<file path="src/rtl/camera_stream_gen_if.sv">
// Camera emulator port bundle: frame request/seed in, DVP-style stream and status out.
// The master side is the emulator; the slave side is whatever requests frames and
// consumes the stream.
interface camera_stream_gen_if;
   logic       start;
   logic [7:0] seed;
   logic       camera_vsync;
   logic       camera_hsync;
   logic       camera_pclk;
   logic [7:0] camera_data;
   logic       busy;
   logic       frame_done;
   logic [7:0] frame_count;

   modport master (
      input  start, seed,
      output camera_vsync, camera_hsync, camera_pclk, camera_data,
      output busy, frame_done, frame_count
   );

   modport slave (
      output start, seed,
      input  camera_vsync, camera_hsync, camera_pclk, camera_data,
      input  busy, frame_done, frame_count
   );
endinterface

</file>
<file path="src/rtl/camera_stream_gen.sv">
// On-chip camera emulator. Emits one JPEG-framed byte stream (FF D8, seeded
// payload, FF D9) per accepted start, on a free-running divided pixel clock.
//
// state   | meaning
// --------+-----------------------------------------------------------
// S_IDLE  | no frame; an accepted start arms the sequencer (busy=1)
// S_VSYNC | vsync at its active level for VSYNC_CYCLES pclk periods
// S_FRONT | vsync inactive, waiting FRONT_PORCH periods before line 0
// S_LINE  | hsync high, one payload byte per pclk period
// S_GAP   | hsync low, data 0x00 for LINE_GAP periods between lines
module camera_stream_gen #(
   parameter int PCLK_DIV       = 2,
   parameter int LINES          = 4,
   parameter int BYTES_PER_LINE = 16,
   parameter int VSYNC_CYCLES   = 8,
   parameter int FRONT_PORCH    = 4,
   parameter int LINE_GAP       = 4,
   parameter bit VSYNC_ACTIVE   = 1'b0
) (
   input  logic                  clk,
   input  logic                  reset,
   camera_stream_gen_if.master   cam
);

   localparam int N    = LINES * BYTES_PER_LINE;
   localparam int KW   = $clog2(N + 1);
   localparam int LW   = $clog2(LINES + 1);
   localparam int DW   = $clog2(PCLK_DIV + 1);
   localparam int PM0  = (VSYNC_CYCLES > FRONT_PORCH) ? VSYNC_CYCLES : FRONT_PORCH;
   localparam int PM1  = (BYTES_PER_LINE > LINE_GAP) ? BYTES_PER_LINE : LINE_GAP;
   localparam int PMAX = (PM0 > PM1) ? PM0 : PM1;
   localparam int PW   = $clog2(PMAX + 1);

   typedef enum logic [2:0] {
      S_IDLE,
      S_VSYNC,
      S_FRONT,
      S_LINE,
      S_GAP
   } state_t;

   state_t          state_q, state_d;
   logic [DW-1:0]   div_q;
   logic            pclk_q;
   logic [PW-1:0]   pcnt_q, pcnt_d;
   logic [LW-1:0]   line_q, line_d;
   logic [KW-1:0]   k_q, k_d;
   logic [7:0]      seed_q, seed_d;
   logic            busy_q, busy_d;
   logic            vsync_q, vsync_d;
   logic            hsync_q, hsync_d;
   logic [7:0]      data_q, data_d;
   logic            done_q, done_d;
   logic [7:0]      count_q, count_d;
   logic            fall_tick;

   // Byte k of the frame: SOI marker, seeded payload with 0xFF folded to 0x00, EOI marker.
   function automatic logic [7:0] frame_byte(input logic [KW-1:0] k, input logic [7:0] s);
      logic [7:0] p;
      p = s + 8'(k);
      if (k == KW'(0))          return 8'hFF;
      else if (k == KW'(1))     return 8'hD8;
      else if (k == KW'(N - 2)) return 8'hFF;
      else if (k == KW'(N - 1)) return 8'hD9;
      else if (p == 8'hFF)      return 8'h00;
      else                      return p;
   endfunction

   // The cycle in which pclk is about to be driven low paces the whole sequencer.
   assign fall_tick = (div_q == '0) && pclk_q;

   // Free-running pixel clock divider; toggles pclk every PCLK_DIV clk cycles.
   always_ff @(posedge clk or negedge reset) begin
      if (!reset) begin
         div_q  <= DW'(PCLK_DIV - 1);
         pclk_q <= 1'b0;
      end else if (div_q == '0) begin
         div_q  <= DW'(PCLK_DIV - 1);
         pclk_q <= ~pclk_q;
      end else begin
         div_q  <= div_q - DW'(1);
      end
   end

   // Sequencer and output registers.
   always_ff @(posedge clk or negedge reset) begin
      if (!reset) begin
         state_q <= S_IDLE;
         pcnt_q  <= '0;
         line_q  <= '0;
         k_q     <= '0;
         seed_q  <= 8'h00;
         busy_q  <= 1'b0;
         vsync_q <= ~VSYNC_ACTIVE;
         hsync_q <= 1'b0;
         data_q  <= 8'h00;
         done_q  <= 1'b0;
         count_q <= 8'h00;
      end else begin
         state_q <= state_d;
         pcnt_q  <= pcnt_d;
         line_q  <= line_d;
         k_q     <= k_d;
         seed_q  <= seed_d;
         busy_q  <= busy_d;
         vsync_q <= vsync_d;
         hsync_q <= hsync_d;
         data_q  <= data_d;
         done_q  <= done_d;
         count_q <= count_d;
      end
   end

   // Next state: every change except start acceptance waits for a fall tick, so the
   // receiver always sees stable data across the pclk rising edge.
   always_comb begin
      state_d = state_q;
      pcnt_d  = pcnt_q;
      line_d  = line_q;
      k_d     = k_q;
      seed_d  = seed_q;
      busy_d  = busy_q;
      vsync_d = vsync_q;
      hsync_d = hsync_q;
      data_d  = data_q;
      done_d  = 1'b0;
      count_d = count_q;

      case (state_q)
         S_IDLE: begin
            if (cam.start && !busy_q) begin
               busy_d = 1'b1;
               seed_d = cam.seed;
            end else if (busy_q && fall_tick) begin
               state_d = S_VSYNC;
               vsync_d = VSYNC_ACTIVE;
               pcnt_d  = PW'(VSYNC_CYCLES - 1);
               line_d  = LW'(LINES - 1);
               k_d     = '0;
            end
         end
         S_VSYNC: begin
            if (fall_tick) begin
               if (pcnt_q == '0) begin
                  state_d = S_FRONT;
                  vsync_d = ~VSYNC_ACTIVE;
                  pcnt_d  = PW'(FRONT_PORCH - 1);
               end else begin
                  pcnt_d  = pcnt_q - PW'(1);
               end
            end
         end
         S_FRONT: begin
            if (fall_tick) begin
               if (pcnt_q == '0) begin
                  state_d = S_LINE;
                  hsync_d = 1'b1;
                  data_d  = frame_byte(k_q, seed_q);
                  k_d     = k_q + KW'(1);
                  pcnt_d  = PW'(BYTES_PER_LINE - 1);
               end else begin
                  pcnt_d  = pcnt_q - PW'(1);
               end
            end
         end
         S_LINE: begin
            if (fall_tick) begin
               if (pcnt_q == '0) begin
                  state_d = S_GAP;
                  hsync_d = 1'b0;
                  data_d  = 8'h00;
                  pcnt_d  = PW'(LINE_GAP - 1);
               end else begin
                  data_d  = frame_byte(k_q, seed_q);
                  k_d     = k_q + KW'(1);
                  pcnt_d  = pcnt_q - PW'(1);
               end
            end
         end
         S_GAP: begin
            if (fall_tick) begin
               if (pcnt_q != '0) begin
                  pcnt_d  = pcnt_q - PW'(1);
               end else if (line_q == '0) begin
                  state_d = S_IDLE;
                  busy_d  = 1'b0;
                  done_d  = 1'b1;
                  count_d = count_q + 8'd1;
               end else begin
                  state_d = S_LINE;
                  line_d  = line_q - LW'(1);
                  hsync_d = 1'b1;
                  data_d  = frame_byte(k_q, seed_q);
                  k_d     = k_q + KW'(1);
                  pcnt_d  = PW'(BYTES_PER_LINE - 1);
               end
            end
         end
         default: begin
            state_d = S_IDLE;
         end
      endcase
   end

   assign cam.camera_pclk  = pclk_q;
   assign cam.camera_vsync = vsync_q;
   assign cam.camera_hsync = hsync_q;
   assign cam.camera_data  = data_q;
   assign cam.busy         = busy_q;
   assign cam.frame_done   = done_q;
   assign cam.frame_count  = count_q;

endmodule

</file>
<file path="src/flat_wrapper.sv">
// flat-port wrapper written by rule: the top's interface ports become plain ports
module camera_stream_gen_flat 
#(
   parameter int PCLK_DIV       = 2,
   parameter int LINES          = 4,
   parameter int BYTES_PER_LINE = 16,
   parameter int VSYNC_CYCLES   = 8,
   parameter int FRONT_PORCH    = 4,
   parameter int LINE_GAP       = 4,
   parameter bit VSYNC_ACTIVE   = 1'b0
)
  (clk, reset, cam_start, cam_seed, cam_camera_vsync, cam_camera_hsync, cam_camera_pclk, cam_camera_data, cam_busy, cam_frame_done, cam_frame_count);
  camera_stream_gen_if cam_i ();
  input  logic clk;
  input  logic reset;
  input wire logic [$bits(cam_i.start)-1:0] cam_start;
  input wire logic [$bits(cam_i.seed)-1:0] cam_seed;
  output wire logic [$bits(cam_i.camera_vsync)-1:0] cam_camera_vsync;
  output wire logic [$bits(cam_i.camera_hsync)-1:0] cam_camera_hsync;
  output wire logic [$bits(cam_i.camera_pclk)-1:0] cam_camera_pclk;
  output wire logic [$bits(cam_i.camera_data)-1:0] cam_camera_data;
  output wire logic [$bits(cam_i.busy)-1:0] cam_busy;
  output wire logic [$bits(cam_i.frame_done)-1:0] cam_frame_done;
  output wire logic [$bits(cam_i.frame_count)-1:0] cam_frame_count;
  assign cam_i.start = cam_start;
  assign cam_i.seed = cam_seed;
  assign cam_camera_vsync = cam_i.camera_vsync;
  assign cam_camera_hsync = cam_i.camera_hsync;
  assign cam_camera_pclk = cam_i.camera_pclk;
  assign cam_camera_data = cam_i.camera_data;
  assign cam_busy = cam_i.busy;
  assign cam_frame_done = cam_i.frame_done;
  assign cam_frame_count = cam_i.frame_count;
  camera_stream_gen #(.PCLK_DIV(PCLK_DIV), .LINES(LINES), .BYTES_PER_LINE(BYTES_PER_LINE), .VSYNC_CYCLES(VSYNC_CYCLES), .FRONT_PORCH(FRONT_PORCH), .LINE_GAP(LINE_GAP), .VSYNC_ACTIVE(VSYNC_ACTIVE)) u_core (.clk(clk), .reset(reset), .cam(cam_i));
endmodule
</file>
<file path="config.mk">
export PLATFORM = sky130hd
export DESIGN_NAME = camera_stream_gen_flat
export DESIGN_NICKNAME = d
export VERILOG_FILES = /design/src/rtl/camera_stream_gen_if.sv /design/src/rtl/camera_stream_gen.sv /design/src/flat_wrapper.sv
export SDC_FILE = /design/constraint.sdc
export NUM_CORES = 1
export LEC_CHECK = 0
export BUFFER_PORTS_ARGS = -buffer_cell sky130_fd_sc_hd__buf_4
export CORE_MARGIN = 5
export CORE_UTILIZATION = 50
export DETAILED_ROUTE_END_ITERATION = 6
export PLACE_DENSITY = 0.84
export SLEW_MARGIN = 30
export SYNTH_ARGS = -nofsm -noshare
export SYNTH_HDL_FRONTEND = slang
export SYNTH_SLANG_ARGS = --single-unit
</file>
<file path="constraint.sdc">
create_clock -name clk -period 2.3 [get_ports clk]
set_input_delay 0.115 -clock clk [delete_from_list [all_inputs] [get_ports clk]]
set_output_delay 0.115 -clock clk [all_outputs]
set_load 0.05 [all_outputs]
</file>
==> results.md, run 1 <==
* Fill cell count at 482
* Clk_lat worst skew at 0.31 ns
* Worst-case clock buffer depth at 2
* CTS sink cnt at 49
* Met3 Routed Length at 365 um
* Core Box Area at 5820 um2
* PD cells at 1060 nW/um2
* Clock skew at 0.00783 ns
* Comb power frac at 0.487
* Sequential share of the synthesized area at 0.416
* Detailed Place HPWL at 4.72 mm
* Die height at 86.9 um
* Required @ worst endpoint at 2.49 ns
* Num CTS Buffers at 5
* PortBufs at 31
* Endpoints failing setup at 0
* Internal power at approximately 2.3 mW
* Fmax at 0.447 GHz
* Post-route ant nets at 0
* Worst Hold Class: input port to register
* Seq pwr share at 0.319
* Clk pwr share at 0.194
* Relative slew slack at 0.585
* Critical path class: register to register
* Metal-1 WL at roughly 2.9 mm
* Slew Viols, Final at 0
* Routed wire length at 6.75 mm
* Initial Util at 0.508
* Initial DRC Count at ~220
* Final nets at ~380
* Commonest non-fill, non-tap cell in the layout: buf_4
* TritonCTS clock tree: done
* Final hold violation count at 0
* Largest net degree at the start of global routing at 50
* Initial antenna violation count at 0
* Top sig layer: met4
* DR WL met2 at 3.35 mm
* TNS Setup at 0 ns
* Min Tclk post-route at 2.23 ns
* Pre-CTS setup slack at -0.129 ns
* Routed vias/inst at about 5.8
* Drt pass-1 iters at 4
* Syn. warnings at 0
* Max-Cap Viols at 0
* Final RePlAce weighted congestion at 0.832
* GR Overflow Total at 0
* All-Layer GR Usage at 0.188
* Placement Rows at 28
* Reg clk slew, reported paths at 0.10 ns
* Per-cell routed wire length at 15.6 um
* VDD IR-drop max at 0.522 mV
* CTS root buf: clkbuf_8
* Post-layout instance area at 3630 um2
* Vias after detailed routing at 2520
* Worst Path Arrival at roughly 2.4 ns
* Syn Nets at 334
* # DRC at 0
* H-tree Lvls at 2
* Worst Path Max Fanout at 6
* Net Switching at 1.59 mW
* Distinct cells, synth at 64
* Mapped cell area at 2950 um2
* Async S/R FF share, synth at 1.00
* Worst Setup Start Kind: register
* Num ports at 32
* Final WS setup at between 0.06 and 0.07 ns
* Vias in the first global route at 2445
* Fin crit share at 0.972
* Die X at approximately 87 um
* Cell taking the most area after synthesis: dfrtp_1
* Antenna Cells at 0
* Global-route wire length before repair at 11.4 mm
* Mapped Cells at slightly above 300
* Leakage power total at about 1.7 nW
* Status: finished, final reports clean
* Flops & latches, synth at 49
* Share of post-route cells with drive strength above 1 at 0.268
* Area Overhead vs Synth at 23.0%
* DP Area at 3360 um2
* Top cell type's share of synthesized area at 0.398
* Syn Area/Cell at 9.62 um2
* Most frequent cells in the layout: buf_4 (48), dfrtp_1 (46), nand2_1 (30), nor2_1 (25), o21ai_0 (18)
* Top post-synthesis cells by area: dfrtp_1 (40%), ha_1 (6.4%), nand2_1 (3.8%)
* EDFF count, synth at 0
* Worst Tran Pin Value at 0.622 ns
* Worst Setup End Kind: register
* Switch share at 0.412
* Full die area at about 7500 um2
* Top FF cell, synth: dfrtp_1
[cells in the mapped netlist (all sizes together), types with 5 or more instances]
| library cell | number |
|---|---|
| nor2 | 27 |
| nand2 | 31 |
| xor2 | 6 |
| nand2b | 6 |
| a21oi | 13 |
| dfrtp | 47 |
| clkbuf | 6 |
| nor3 | 7 |
| mux2 | 9 |
| nand3 | 13 |
| xnor2 | 7 |
| o211ai | 5 |
| o21ai | 22 |
| inv | 13 |
| ha | 15 |
| and3 | 6 |
[area by class of cell]
cell class	count	area (um2)	share of cell area
inverter	13	48.8	0.0134
timing repair buffer	51	397	0.109
tap	75	93.8	0.0258
clock inverter	3	68.8	0.0189
clock buffer	5	68.8	0.0189
sequential	49	1230	0.338
multi-input combinational	237	1730	0.475
[power by group through the flow]
stage	Clock [mW]	Sequential (mW)	Combinational, mW
floorplan	0	1.48	0.919
global placement	0	1.21	1.64
detailed placement	0	1.23	1.67
CTS	0.754	1.22	1.71
global route	0.783	1.26	2.06
finish	0.748	1.23	1.88
[registers in the layout, summed over array words and instances (netlist names)]
signal,cells
u_core.cam.frame_done,1
u_core.state_q,3
u_core.cam.frame_count,8
u_core.cam.camera_hsync,1
u_core.seed_q,8
u_core.pcnt_q,5
u_core.cam.camera_vsync,1
u_core.cam.camera_data,8
u_core.k_q,7
u_core.line_q,3
u_core.cam.camera_pclk,1
u_core.div_q,2
u_core.cam.busy,1
[final timing paths]
check | startpoint | endpoint | slack [ns] | depth (start not counted)
worst max-delay path | u_core.k_q[0] | u_core.cam.camera_data[2] | 0.07 | 8
worst min-delay path | cam_seed[6] | u_core.seed_q[6] | 0.03 | 2
worst max register to register | u_core.k_q[0] | u_core.cam.camera_data[2] | 0.07 | 8
worst min register to register | u_core.div_q[0] | u_core.div_q[0] | 0.47 | 1
max in group asynchronous | reset | u_core.k_q[5] | 1.49 | 2
min in group asynchronous | reset | u_core.cam.camera_pclk | 0.35 | 2
[metal layers]
layer	GRT usage	vias up
met1	0.245	1217
li1	-	1219
met4	0.0567	0
met5	0	-
met2	0.313	71
met3	0.0407	13
[stage by stage]
stage	hold WS [ns]	cells	util	power, mW
after floorplan	-0.181	307	-	2.40
after global placement	0.163	420	0.577	2.85
after detailed placement	0.172	420	0.577	2.90
after CTS	0.0244	429	0.608	3.68
after global routing	0.0248	433	0.625	4.10
final	0.0276	433	0.625	3.85
[critical path, cell delays in order, from the launching register on]
cell and delay [ns]:
dfrtp_1 0.43, ha_4 0.19, fa_2 0.35, and3_4 0.17, o21a_1 0.19, o211a_1 0.24
nand4b_1 0.24, nor2_4 0.19, o311ai_1 0.12
[what timing repair did]
action | 4_1_cts | 5_1_grt
pin swaps | 1 | 10
setup buffers | 0 | 4
endpoints found under the setup margin | 6 | 10
hold endpoints to repair | 47 | 0
hold buffers | 1 | 0
resized for setup | 8 | 19
[logic make-up after synthesis]
logic type	after synthesis	share of synthesized area
buffers and inverters	21	0.0284
multiplexers	10	0.0377
AND/OR/NAND/NOR	120	0.219
AO/OA/AOI/OAI	78	0.190
adder cells (fa/ha/maj)	16	0.0703
flip-flops	49	0.416
XOR/XNOR	13	0.0385
Power figures use the tool's default switching activity.
==> run 2, diff against run 1 <==
Settings changed: BUFFER_PORTS_ARGS -buffer_cell sky130_fd_sc_hd__buf_4 to -buffer_cell sky130_fd_sc_hd__buf_2.
==> results.md, run 2 (synthesis gave the netlist of run 1 again) <==
* Initial DRC Count at 147
* Max-Cap Viols at 0
* Num ports at 32
* PD cells at 1060 nW/um2
* Most frequent cells in the layout: dfrtp_1 (47), buf_2 (31), nand2_1 (30), nor2_1 (27), buf_4 (24)
* Routed vias/inst at slightly below 6
* R2R setup slack at 0.07 ns
* Global-route wire length before repair at 11.2 mm
* Relative slew slack at 0.551
* Hold path cells at 2
* Die height at 86.9 um
* Critical path class: register to register
* Status: finished, final reports clean
* Endpoints failing setup at 0
* Final hold violation count at 0
* Reg clk slew, reported paths at 0.10 ns
* PortBufs at 31
* Fin crit share at 0.971
* Min Tclk post-route at 2.23 ns
* Core Box Area at slightly below 6000 um2
* TNS Setup at 0 ns
* Critical path's largest stage delay at 0.43 ns
* Min-delay src: cam_seed[6]
* Total power at 3.81 mW
* Clk_lat worst skew at 0.31 ns
* CTS root buf: clkbuf_8
* DP Area at 3350 um2
* Detailed Place HPWL at 4.70 mm
* Required @ worst endpoint at 2.49 ns
* Antenna Cells at 0
* Worst Path Max Fanout at 6
* GR Overflow Total at 0
* CP cell instances: buf_6 > fa_2 > and3_4 > o21a_1 > o211a_1 > nand4b_1 > nor2_1 > buf_4 > o211ai_1
* R2R Path Start: u_core.seed_q[1]
* Worst Setup End Kind: register
* Unrepaired setup endpoints after global routing: true
* Top delay family on crit path: compound AO/OA/AOI/OAI gates
* Post-route ant nets at 0
* Crit-path slowest cell: dfrtp_1
* Vias in the first global route at roughly 2400
* Commonest non-fill, non-tap cell in the layout: dfrtp_1
* Clock skew at roughly 0.007 ns
* DP Cell Count at 427
* VDD IR-drop max at 0.617 mV
* Die X at 86.9 um
* Initial Util at 0.508
* Leakage power total at ~1.7 nW
* Share of post-route cells with drive strength above 1 at 0.273
* Full die area at 7550 um2
* # DRC at 0
* WP buf/inv at 2
* H-tree Lvls at 2
* Reg2reg path depth at 9
* Worst Hold End: u_core.seed_q[6]
* Num CTS Buffers at 5
* Worst Hold Class: input port to register
* Worst R2R End: u_core.cam.camera_data[1]
* Drt pass-1 iters at 5
* Slew Viols, Final at 0
* CTS sink cnt at between 40 and 50
* Final nets at ~390
* Worst Path Arrival at 2.43 ns
* Worst Setup Start Kind: register
* Post-layout instance area at 3610 um2
* Vias after detailed routing at 2591
* Placement Rows at 28
* Worst Tran Pin Value at 0.664 ns
* Area Overhead vs Synth at 22.3%
* Per-cell routed wire length at 15.5 um
* Worst-case clock buffer depth at 2
* Largest net degree at the start of global routing at 30
* All-Layer GR Usage at 0.186
* TritonCTS clock tree: done
* Initial antenna violation count at 0
* Routed wire length at 6.82 mm
* Fmax at 0.448 GHz
* Final RePlAce weighted congestion at 0.832
* Layout Cells excl Fill at 441
-- run 2: changes by cell type in the layout (fill, tap and decap cells not counted), sizes merged --
cell / change
clkbuf: +1
buf: +7
-- run 2: how the worst max path moves through the flow --
stage                     start                   endpoint  depth (start not counted)
4_1_cts        u_core.seed_q[1]  u_core.cam.camera_data[4]                          9
5_1_grt        u_core.seed_q[1]  u_core.cam.camera_data[1]                          9
2_1_floorplan     u_core.k_q[0]  u_core.cam.camera_data[3]                          8
3_3_place_gp   u_core.seed_q[0]  u_core.cam.camera_data[4]                          9
6_report       u_core.seed_q[1]  u_core.cam.camera_data[1]                          9
3_5_place_dp   u_core.seed_q[0]  u_core.cam.camera_data[4]                          9
-- run 2: repair_timing --
action | CTS | global route
hold buffers | 1 | 0
buffers inserted | 0 | 4
pin swaps | 0 | 6
hold endpoints to repair | 18 | 0
setup endpoints to repair | 2 | 12
cloned | 0 | 1
gates resized for setup | 1 | 21
-- run 2: final cells by class --
type | instances | area, um2
multi-input combinational | 237 | 1700
clock buffer | 5 | 68.8
clock inverter | 3 | 68.8
timing repair buffer | 59 | 402
tap | 75 | 93.8
sequential | 49 | 1230
fill | 494 | 2200
inverter | 13 | 48.8
-- run 2: per-stage QoR --
stage | hold WS [ns] | util | worst slack [ns]
finish | 0.0275 | 0.621 | 0.0660
CTS | 0.0291 | 0.601 | 0.0228
floorplan | -0.181 | - | 0.00930
global placement | 0.103 | 0.575 | 0.0599
global route | 0.0272 | 0.621 | -0.0609
detailed placement | 0.107 | 0.575 | 0.0139
-- run 2: report_power, final --
part	switching (mW)	total, mW	internal [mW]
Combinational	1.11	1.86	0.749
Sequential	0.157	1.20	1.05
Clock	0.310	0.747	0.438
Total	1.58	3.81	2.23
-- run 2: routing by layer --
metal  up-vias  track usage  share of wire
met2       109        0.307           0.48
met1      1219        0.242           0.43
met5         -            0              0
met4         0       0.0623          0.026
li1       1240            -              -
met3        23       0.0407          0.065
==> run 3, diff against run 2 <==
Settings changed: PLACE_DENSITY 0.84 to 0.72.
==> results.md, run 3 (synthesis gave the netlist of run 1 again) <==
* Die X at about 87 um
* Worst R2R End: u_core.k_q[2]
* Worst Hold Class: input port to register
* Initial Util at 0.508
* Final RePlAce weighted congestion at 0.865
* Worst Hold End: u_core.seed_q[7]
* Most frequent cells in the layout: dfrtp_1 (47), buf_2 (31), nand2_1 (30), nor2_1 (27), buf_4 (26)
* Final cell utilization of the core at 0.616
* Reg2reg path depth at 9
* Max-Cap Viols at 0
* Fin crit share at 0.957
* Full die area at roughly 7500 um2
* Per-cell routed wire length at 14.7 um
* Commonest non-fill, non-tap cell in the layout: dfrtp_1
* Largest net degree at the start of global routing at 32
* Final hold violation count at 0
* Routed vias/inst at roughly 5.7
* Worst-case clock buffer depth at 2
* Pre-CTS setup slack at -0.0339 ns
* Required @ worst endpoint at 2.55 ns
* Worst Setup End Kind: register
* Critical path's largest stage delay at around 0.47 ns
* Vias in the first global route at 2404
* Final WS setup at a little under 0.1 ns
* Drt pass-1 iters at 4
* R2R Path Start: u_core.pcnt_q[1]
* Min Tclk post-route at roughly 2.2 ns
* H-tree Lvls at 2
* Detailed Place HPWL at 4.73 mm
* Die height at 86.9 um
* Relative slew slack at 0.529
* Endpoints failing setup at 0
* Clock skew at approximately 0.014 ns
* Initial antenna violation count at 0
* GRT met1 Usage at 0.247
* PD cells at 1030 nW/um2
* Layout Cells excl Fill at 442
* Critical path class: register to register
* Leakage power total at 1.68 nW
* Met3 GRT Util at 0.0341
* Min-delay src: cam_seed[7]
* Final nets at 393
* DP Cell Count at 426
* CP cell instances: inv_1 > ha_2 > nor4b_4 > buf_12 > o211ai_2 > a32oi_4 > nand2_2 > or4b_1 > nand2_1
* Crit-path slowest cell: or4b_1
* All-Layer GR Usage at 0.178
* Antenna Cells at 0
* GRT busiest layer: met2
* Worst Path Arrival at 2.45 ns
* # DRC at 0
* Vias after detailed routing at 2512
* Share of post-route cells with drive strength above 1 at 0.264
* GR Overflow Total at 0
* Routed wire length at 6.51 mm
* Area Overhead vs Synth at 21.2%
* Total power at about 3.7 mW
* VDD IR-drop max at 0.666 mV
* TritonCTS clock tree: done
* PortBufs at 31
* Global-route wire length before repair at between 10 and 15 mm
* Worst Tran Pin Value at 0.707 ns
* Clk_lat worst skew at just over 0.3 ns
* Initial DRC Count at 230
* CTS sink cnt at 49
* Core Box Area at 5820 um2
* Worst Path Max Fanout at 6
* Post-route ant nets at 0
* Worst Setup Start Kind: register
* Reg clk slew, reported paths at 0.10 ns
* Num ports at 32
* Status: finished, final reports clean
* Fmax at 0.454 GHz
* Placement Rows at 28
* R2R setup slack at 0.1 ns
* Slew Viols, Final at 0
* Global Route met2 Usage at 0.287
* CTS root buf: clkbuf_8
* Hold path cells at 2
* Num CTS Buffers at 5
[run 3: changes by cell type in the layout (fill, tap and decap cells not counted), sizes merged]
cell | before | now
buf | 57 | 58
clkinvlp | 0 | 1
bufinv | 2 | 1
inv | 14 | 13
clkinv | 0 | 1
[run 3: area by class of cell]
cell class / count / area, um2
Fill cell: 498 / 2230
Multi-Input combinational cell: 237 / 1690
Sequential cell: 49 / 1230
Timing Repair Buffer: 60 / 405
Tap cell: 75 / 93.8
Clock buffer: 5 / 68.8
Inverter: 13 / 48.8
Clock inverter: 3 / 46.3
[run 3: stage by stage]
step	TNS, ns	hold slack [ns]	area (um2)
floorplan	0	-0.181	2950
global placement	0	0.194	3340
detailed placement	-0.0339	0.207	3340
CTS	0	0.0327	3470
global route	-0.0888	0.0362	3580
finish	0	0.0382	3580
[run 3: per-layer routing]
| layer | share of wire | vias up |
|---|---|---|
| met1 | 0.47 | 1205 |
| li1 | - | 1240 |
| met5 | 0 | - |
| met4 | 0.011 | 0 |
| met2 | 0.48 | 60 |
| met3 | 0.046 | 7 |
[run 3: timing repair]
item	CTS	global route
setup buffers	1	5
pin swaps	1	1
hold buffers	1	0
gates cloned	0	1
resized for setup	2	12
hold endpoints to repair	27	0
endpoints found under the setup margin	3	14
[run 3: how the worst max path moves through the flow]
| stage | startpoint | depth (start not counted) | to |
|---|---|---|---|
| 2_1_floorplan | u_core.k_q[0] | 8 | u_core.cam.camera_data[3] |
| 3_3_place_gp | u_core.seed_q[0] | 9 | u_core.cam.camera_data[4] |
| 3_5_place_dp | u_core.seed_q[1] | 9 | u_core.cam.camera_data[4] |
| 4_1_cts | u_core.seed_q[5] | 8 | u_core.cam.camera_data[3] |
| 5_1_grt | u_core.pcnt_q[1] | 10 | u_core.k_q[3] |
| 6_report | u_core.pcnt_q[1] | 9 | u_core.k_q[2] |
[run 3: power breakdown]
part	switching (mW)	leakage [nW]	internal [mW]
sequential	0.163	0.598	1.05
clock	0.306	0.0543	0.326
combinational	1.07	1.03	0.757
[run 3: critical path, delay by kind of cell (launching register included)]
family | cells | cell delay, ns
AO/OA/AOI/OAI | 2 | 0.38
adder cells (fa/ha/maj) | 1 | 0.19
buffers and inverters | 2 | 0.22
flip-flops | 1 | 0.41
AND/OR/NAND/NOR | 4 | 0.93
